==> src/rtl/countdown_timer.sv <==
// countdown_timer: round timer that loads a second count, counts it down in
// BCD on tick strobes, supports pause/abort and reports expiry.
//
// Ports:
//   clk, rst_n          clock, asynchronous active-low reset
//   tick                one-cycle strobe from the low-rate tick generator
//   start               one-cycle request: load load_sec and begin counting
//   pause               level; freezes counting while high
//   abort               one-cycle request: return to IDLE and clear
//   load_sec[6:0]       initial seconds, clamped to MAX_SEC
//   sec_tens, sec_ones  BCD digits of remaining seconds
//   running/paused/done state flags (done is a level in DONE)
//   expired             one-cycle pulse on entry to DONE
module countdown_timer #(
  parameter int unsigned TICKS_PER_SEC = 10,
  parameter int unsigned MAX_SEC       = 99
) (
  input  logic       clk,
  input  logic       rst_n,
  input  logic       tick,
  input  logic       start,
  input  logic       pause,
  input  logic       abort,
  input  logic [6:0] load_sec,
  output logic [3:0] sec_tens,
  output logic [3:0] sec_ones,
  output logic       running,
  output logic       paused,
  output logic       done,
  output logic       expired
);

  localparam int unsigned SUB_W = 8;
  localparam int unsigned SEC_W = 7;
  localparam logic [SUB_W-1:0] SUB_LAST  = SUB_W'(TICKS_PER_SEC - 1);
  localparam logic [SEC_W-1:0] MAX_CLAMP = SEC_W'(MAX_SEC);

  typedef enum logic [1:0] {
    ST_IDLE,
    ST_RUN,
    ST_PAUSED,
    ST_DONE
  } state_t;

  state_t           state_q, state_d;
  logic [SUB_W-1:0] sub_q, sub_d;
  logic [3:0]       tens_d, ones_d;
  logic             expired_d;

  // Clamped load value and its BCD split (eff never exceeds 99)
  logic [SEC_W-1:0] eff_c;
  logic [3:0]       load_tens_c, load_ones_c;
  assign eff_c       = (load_sec > MAX_CLAMP) ? MAX_CLAMP : load_sec;
  assign load_tens_c = 4'(eff_c / SEC_W'(10));
  assign load_ones_c = 4'(eff_c % SEC_W'(10));

  // One-second BCD decrement with borrow from the tens digit
  logic [3:0] tens_dec_c, ones_dec_c;
  logic       last_sec_c;
  assign ones_dec_c = (sec_ones != 4'd0) ? (sec_ones - 4'd1) : 4'd9;
  assign tens_dec_c = (sec_ones != 4'd0) ? sec_tens : (sec_tens - 4'd1);
  assign last_sec_c = (sec_tens == 4'd0) && (sec_ones == 4'd1);

  // Next-state logic; event priority abort > start > pause > tick
  always_comb begin
    state_d   = state_q;
    sub_d     = sub_q;
    tens_d    = sec_tens;
    ones_d    = sec_ones;
    expired_d = 1'b0;

    if (abort) begin
      state_d = ST_IDLE;
      sub_d   = '0;
      tens_d  = 4'd0;
      ones_d  = 4'd0;
    end else if (start) begin
      sub_d  = '0;
      tens_d = load_tens_c;
      ones_d = load_ones_c;
      if (eff_c == '0) begin
        state_d   = ST_DONE;
        expired_d = 1'b1;
      end else begin
        state_d = ST_RUN;
      end
    end else begin
      case (state_q)
        ST_RUN: begin
          if (pause) begin
            state_d = ST_PAUSED;
          end else if (tick) begin
            if (sub_q == SUB_LAST) begin
              sub_d  = '0;
              tens_d = tens_dec_c;
              ones_d = ones_dec_c;
              if (last_sec_c) begin
                state_d   = ST_DONE;
                expired_d = 1'b1;
              end
            end else begin
              sub_d = sub_q + SUB_W'(1);
            end
          end
        end
        ST_PAUSED: begin
          if (!pause) state_d = ST_RUN;
        end
        ST_DONE: ;
        ST_IDLE: ;
        default: state_d = ST_IDLE;
      endcase
    end
  end

  // State and output registers; flags follow the state register
  always_ff @(posedge clk or negedge rst_n) begin
    if (!rst_n) begin
      state_q  <= ST_IDLE;
      sub_q    <= '0;
      sec_tens <= 4'd0;
      sec_ones <= 4'd0;
      running  <= 1'b0;
      paused   <= 1'b0;
      done     <= 1'b0;
      expired  <= 1'b0;
    end else begin
      state_q  <= state_d;
      sub_q    <= sub_d;
      sec_tens <= tens_d;
      sec_ones <= ones_d;
      running  <= (state_d == ST_RUN);
      paused   <= (state_d == ST_PAUSED);
      done     <= (state_d == ST_DONE);
      expired  <= expired_d;
    end
  end

endmodule

==> config.mk <==
export PLATFORM = sky130hd
export DESIGN_NAME = countdown_timer
export DESIGN_NICKNAME = d
export VERILOG_FILES = /design/src/rtl/countdown_timer.sv
export SDC_FILE = /design/constraint.sdc
export NUM_CORES = 1
export LEC_CHECK = 0
export ABC_AREA = 1
export BUFFER_PORTS_ARGS = -buffer_cell sky130_fd_sc_hd__buf_4
export CORE_MARGIN = 5
export CORE_UTILIZATION = 30
export DETAILED_ROUTE_END_ITERATION = 10
export HOLD_SLACK_MARGIN = 0.05
export PLACE_DENSITY_LB_ADDON = 0.2
export RECOVER_POWER = 50
export SYNTH_ARGS = -nofsm -noshare
export SYNTH_HDL_FRONTEND = slang
export SYNTH_SLANG_ARGS = --single-unit
==> constraint.sdc <==
create_clock -name clk -period 2.1 [get_ports clk]
set_input_delay 0.42 -clock clk [delete_from_list [all_inputs] [get_ports clk]]
set_output_delay 0.42 -clock clk [all_outputs]
set_load 0.005 [all_outputs]
* Yosys cells after proc, flatten, opt, wreduce, memory -nomap -nowiden
Cells that the tools add are included.
** Storage, ports and cells
- Bits in registers :: 22
- Input bits :: 13
- Output and inout bits :: 12
** Cells by class
- $add $sub $neg :: 3
- Divide/modulo/power cells :: 2
- $lt $le $gt $ge :: 1
- Eq/ne operators :: 9
- Muxes and demuxes :: 38
- Reductions and logical operators :: 10
** Operator list (number)
- $mux 4 :: 14
- $mux 8 :: 6
- $mux 2 :: 8
- $reduce_bool 3->1 :: 3
- $add 8x1->8 const B :: 1
- $eq 8x4->1 const B :: 1
- $mux 1 :: 8
- $sub 4x1->4 const B :: 2
- $div 7x4->7 const B :: 1
- $gt 7x7->1 const B :: 1
- $logic_not 7->1 :: 1
- $mod 7x4->7 const B :: 1
- $mux 7 :: 1
- $eq 2x2->1 const B :: 3
- $reduce_and 5->1 :: 1
- $eq 2x1->1 const B :: 2
- $eq 4x1->1 const B :: 1
- $logic_not 4->1 :: 1
- $pmux 2 s2 :: 1
- $reduce_and 4->1 :: 1
- $reduce_bool 4->1 :: 1
- $ne 3x2->1 const B :: 1
- $ne 3x3->1 const B :: 1
- $reduce_and 3->1 :: 1
- $logic_and 1x1->1 :: 1

* Depth between registers and ports, before layout
- Word-level depth :: 10
- Mapped depth :: 25

* Worst setup path after synthesis
No wires, ideal clock.
- Path kind :: in2reg
- Start :: in load_sec[3]
- End :: reg sec_ones[2]
- Library setup time :: 116 ps
- Data arrival time :: 2422 ps
- Data required time :: 1984 ps
- Slack :: -439 ps
- Cell stages on the path :: 23
- Buffers on the path :: 0
- Cell sequence :: nor2_1 nand2_1 nand2_4 inv_2 nor2_2 ha_1 nor2_2 or3_1 nand2_1 inv_2 nand2_1 inv_2 nand2_2 nand2_2 nand2_1 inv_1 ha_1 inv_1 nand3_4 nand4_1 nand3_1 nand2_1 nand2_1
** Between the ends
- Cells in the longest elaborated chain, start to end :: 5
** RTL lines
- start: declaration :: line 24 : input logic [6:0] load_sec,
- $gt 7x7->1 :: line 53 : assign eff_c = (load_sec > MAX_CLAMP) ? MAX_CLAMP : load_sec;
- $mux 7 (*) :: line 53
- $mod 7x4->7 (*) :: line 55 : assign load_ones_c = 4'(eff_c % SEC_W'(10));
- $mux 4 (*) :: line 77 : end else if (start) begin
- $mux 4 (*) :: line 72 : if (abort) begin
- end signal: assignment :: line 131 : sec_ones <= ones_d;
- end: declaration :: line 26 : output logic [3:0] sec_ones,
Mark *: on every way between the ends. The rest lies on a longest branch, timed or not.
A chain may end at the register's enable or synchronous reset.

* Worst setup path after layout
- Start :: in load_sec[2]
- End :: reg sec_ones[2]
Same word-level chain as after synthesis.

==> load_flow_metrics.sql <==
INSERT INTO impl_metrics (metric_group, metric, value, unit) VALUES
('routing', 'dr.max_layer_used', 'met4', ''),
('sta', 'finalCritPeriodShare', '1.08', ''),
('synth', 'synth_seq_cells', '22', ''),
('routing', 'wl_met1', '2000', 'µm'),
('die', 'die_width', '84.6', 'µm'),
('hold_path', 'hold_end', 'sub_q[0]', ''),
('grt', 'grt_pass1_wl', '7330', 'µm'),
('worst_setup_path', 'start_kind', 'input port', ''),
('worst_setup_path', 'timing.critical_path.fanout_max', '4', ''),
('sta', 'setup_viol_count_final', '4', ''),
('grt', 'grt.overflow.total', '0', ''),
('run_status', 'failed_checks', 'negative setup slack', ''),
('place', 'dp_worst_setup_slack', '-0.528', 'ns'),
('routing', 'met2RoutedLength', '2110', 'µm'),
('grt', 'antenna_violations_before_repair', '0', ''),
('synth', 'synth_top_area_cells', 'dfrtp_1 (33%), nand2_1 (11%), inv_1 (9.4%), nor2_1 (6.1%), ha_1 (6.0%)', ''),
('worst_setup_path', 'crit_path_max_incr_delay', '0.30', 'ns'),
('final_layout', 'final_nets', '332', ''),
('synth', 'synth-compound-area-share', '0.130', ''),
('power', 'vdd.ir_drop.worst', '260', 'µV'),
('grt', 'first_global_vias', '1656', ''),
('sta', 'finalWorstSetupSlack', '-0.168', 'ns'),
('die', 'core-area', '5470', 'µm²'),
('routing', 'routed_via_density', '4.49', ''),
('cts', 'htree_levels', '1', ''),
('cts', 'clock_slew_at_the_register_clock_pins_of_the_worst_setup_and_hold_paths', '0.08', 'ns'),
('hold_path', 'hold_removal_path_class', 'input port to register', ''),
('routing', 'detail_route.wirelength', '4330', 'µm'),
('cts', 'worst_case_clock_buffer_depth', '2', ''),
('sta', 'finalWorstPathRequiredPeriod', '2.27', 'ns'),
('grt', 'grt_start_max_net_pins', '23', ''),
('die', 'io_pins', '25', ''),
('final_layout', 'post-route-cell-area', '2450', 'µm²'),
('routing', 'drt-wirelength-per-cell', '11.3', 'µm'),
('cts', 'clock_latency', '0.26', 'ns'),
('run_status', 'status', 'finished with violations', ''),
('worst_setup_path', 'r2r_start', 'sub_q[1]', ''),
('sta', 'report.final.slew_viol_count', '0', ''),
('synth', 'post_synth_simple_gate_area', '0.363', ''),
('sta', 'hold_viol', '0', ''),
('cts', 'clockRootBuffer', 'clkbuf_8', ''),
('synth', 'syn_avg_cell_area', '6.90', 'µm²'),
('final_layout', 'final_non_filler_cell_total', '382', ''),
('die', 'die_area', '7160', 'µm²'),
('place', 'portBuffers', '24', ''),
('routing', 'drc', '0', ''),
('worst_setup_path', 'worstPathArrival', '2.48', 'ns'),
('worst_setup_path', 'slowest_stage', 'or3_1', ''),
('synth', 'synth.yosys.warnings', '0', ''),
('hold_path', 'holdPathStages', '3', ''),
('sta', 'post_route_clock_skew', '0.00217', 'ns'),
('final_layout', 'area_growth', '46.4', '%'),
('synth', 'yosysTopAreaCell', 'dfrtp_1', ''),
('final_layout', 'layout-drive-gt1-share', '0.371', ''),
('worst_setup_path', 'timing.reg2reg.worst_path_depth', '12', ''),
('synth', 'synth_mux_area_frac', '0', ''),
('die', 'fp.dieH', '84.6', 'µm'),
('cts', 'tritoncts', 'done', ''),
('worst_setup_path', 'worstSetupEndpointType', 'register', ''),
('place', 'placedInstanceArea', '2220', 'µm²'),
('routing', 'drt-initial-drc-count', '67', ''),
('sta', 'sum_of_negative_setup_slack', '-0.530', 'ns'),
('synth', 'syn-num-nets', '263', ''),
('routing', 'vias', '1714', ''),
('synth', 'sequential_element_share_of_the_synthesized_area', '0.330', ''),
('synth', 'syn-cell-area', '1670', 'µm²'),
('worst_setup_path', 'regToRegSetupSlack', '0.30', 'ns'),
('die', 'initial_utilization', '0.305', ''),
('sta', 'fmaxAchievable', '441', 'MHz'),
('sta', 'max-slew-margin-rel', '0.198', ''),
('sta', 'unrepaired_setup_endpoints_after_global_routing', 'true', '');
==> power breakdown <==
part | switching (mW) | leakage, nW | internal (mW)
logic | 0.297 | 0.926 | 0.258
registers | 0.0369 | 0.295 | 0.462
clock network | 0.142 | 0.0357 | 0.255
==> per-layer routing <==
layer | vias to the layer above | track usage
li1 | 911 | -
met1 | 777 | 0.158
met2 | 24 | 0.219
met3 | 2 | 0.0196
met4 | 0 | 0.0259
met5 | - | 0
==> worst register-to-register path, stage by stage, from the launching register on <==
cell and delay [ns]:
dfrtp_1 0.39, inv_1 0.09, ha_1 0.14, inv_1 0.06, nor4_4 0.24, nor2_1 0.11, nor2_2 0.12, inv_2 0.10
a21oi_2 0.13, nand2_1 0.06, clkinv_1 0.08, o21ai_0 0.08, o22ai_1 0.12
==> sequential cells by signal (all words and copies together), names as in the netlist <==
| signal | flops |
|---|---|
| done | 1 |
| expired | 1 |
| paused | 1 |
| running | 1 |
| sec_ones | 4 |
| sec_tens | 4 |
| state_q | 2 |
| sub_q | 8 |
==> cell usage in the layout (no fill, tap or decap), types with 2 or more instances in the layout <==
cell type  netlist  final
nand4_1          8      8
ha_1             8      6
nand2_4          2      4
o22ai_1          4      4
clkbuf_8         0      3
nand2_2         10     13
o21ai_0         14     14
buf_4            1     56
nand3_4          1      3
nand2_1         47     42
buf_6            0      2
clkbuf_4         0      4
ha_4             0      2
nand3_1          8      6
nor2_1          27     25
nor3_1           5      5
nor2_4           0      3
dfrtp_1         22     22
inv_2            6      9
inv_1           42     38
o21ai_1          3      3
nor2_2           4      3
a21oi_1         12     12
nand3_2          4      4
==> per-stage QoR <==
step / power [mW] / hold slack [ns]
detailed placement: 1.02 / 0.335
finish: 1.45 / 0.486
CTS: 1.45 / 0.484
floorplan: 0.801 / 0.124
global route: 1.56 / 0.488
global placement: 1.02 / 0.336
==> cells by family (layout without fill, tap and decap cells) <==
| group | Yosys count | in the layout |
|---|---|---|
| fa+ha+maj | 8 | 8 |
| simple gates | 122 | 122 |
| flops | 22 | 22 |
| buf+inv | 51 | 119 |
| compound gates | 39 | 39 |
==> worst max path at each step <==
| stage | start | end | slack, ns | depth (start not counted) |
|---|---|---|---|---|
| 6_report | load_sec[2] | sec_ones[2] | -0.17 | 25 |
| 5_1_grt | load_sec[2] | sec_ones[2] | -0.31 | 24 |
| 4_1_cts | load_sec[2] | sec_ones[2] | -0.14 | 24 |
| 3_5_place_dp | load_sec[3] | sec_ones[2] | -0.53 | 24 |
| 3_3_place_gp | load_sec[3] | sec_ones[2] | -0.46 | 24 |
| 2_1_floorplan | load_sec[3] | sec_ones[1] | -0.32 | 23 |
==> layout make-up <==
| type | count | area, µm² |
|---|---|---|
| fillers | 589 | 3030 |
| multi-input cells | 169 | 1040 |
| flip-flops and latches | 22 | 551 |
| repair buffers | 65 | 502 |
| inverters | 50 | 195 |
| well taps | 72 | 90.1 |
| clock buffers | 3 | 41.3 |
| clock inverters | 1 | 30.0 |
==> synth_stat cells <==
cell	count
nand3_2	4
nor3_1	5
o22ai_1	4
o21a_1	1
o211ai_1	1
nand2_2	10
or3_1	1
and2_4	1
nor2_1	27
nand2_4	2
clkinv_2	1
o31ai_1	1
buf_4	1
o221ai_1	1
nor2_2	4
a21oi_1	12
o21ai_0	14
a31oi_1	1
clkinv_1	1
ha_1	8
nor4_1	3
o21ai_1	3
a21oi_2	1
nand4_2	1
nand2_1	47
inv_2	6
nand3_1	8
nand4_1	8
nand3_4	1
dfrtp_1	22
inv_1	42
==> repair_timing <==
action | CTS | global route
hold buffers | 1 | 0
setup endpoints to repair | 4 | 12
pin swaps | 12 | 4
endpoints found under the hold margin | 22 | 0
resized for setup | 10 | 11
cloned | 0 | 0
buffers inserted | 6 | 2
No activity file was read; power rests on OpenSTA's default activity.
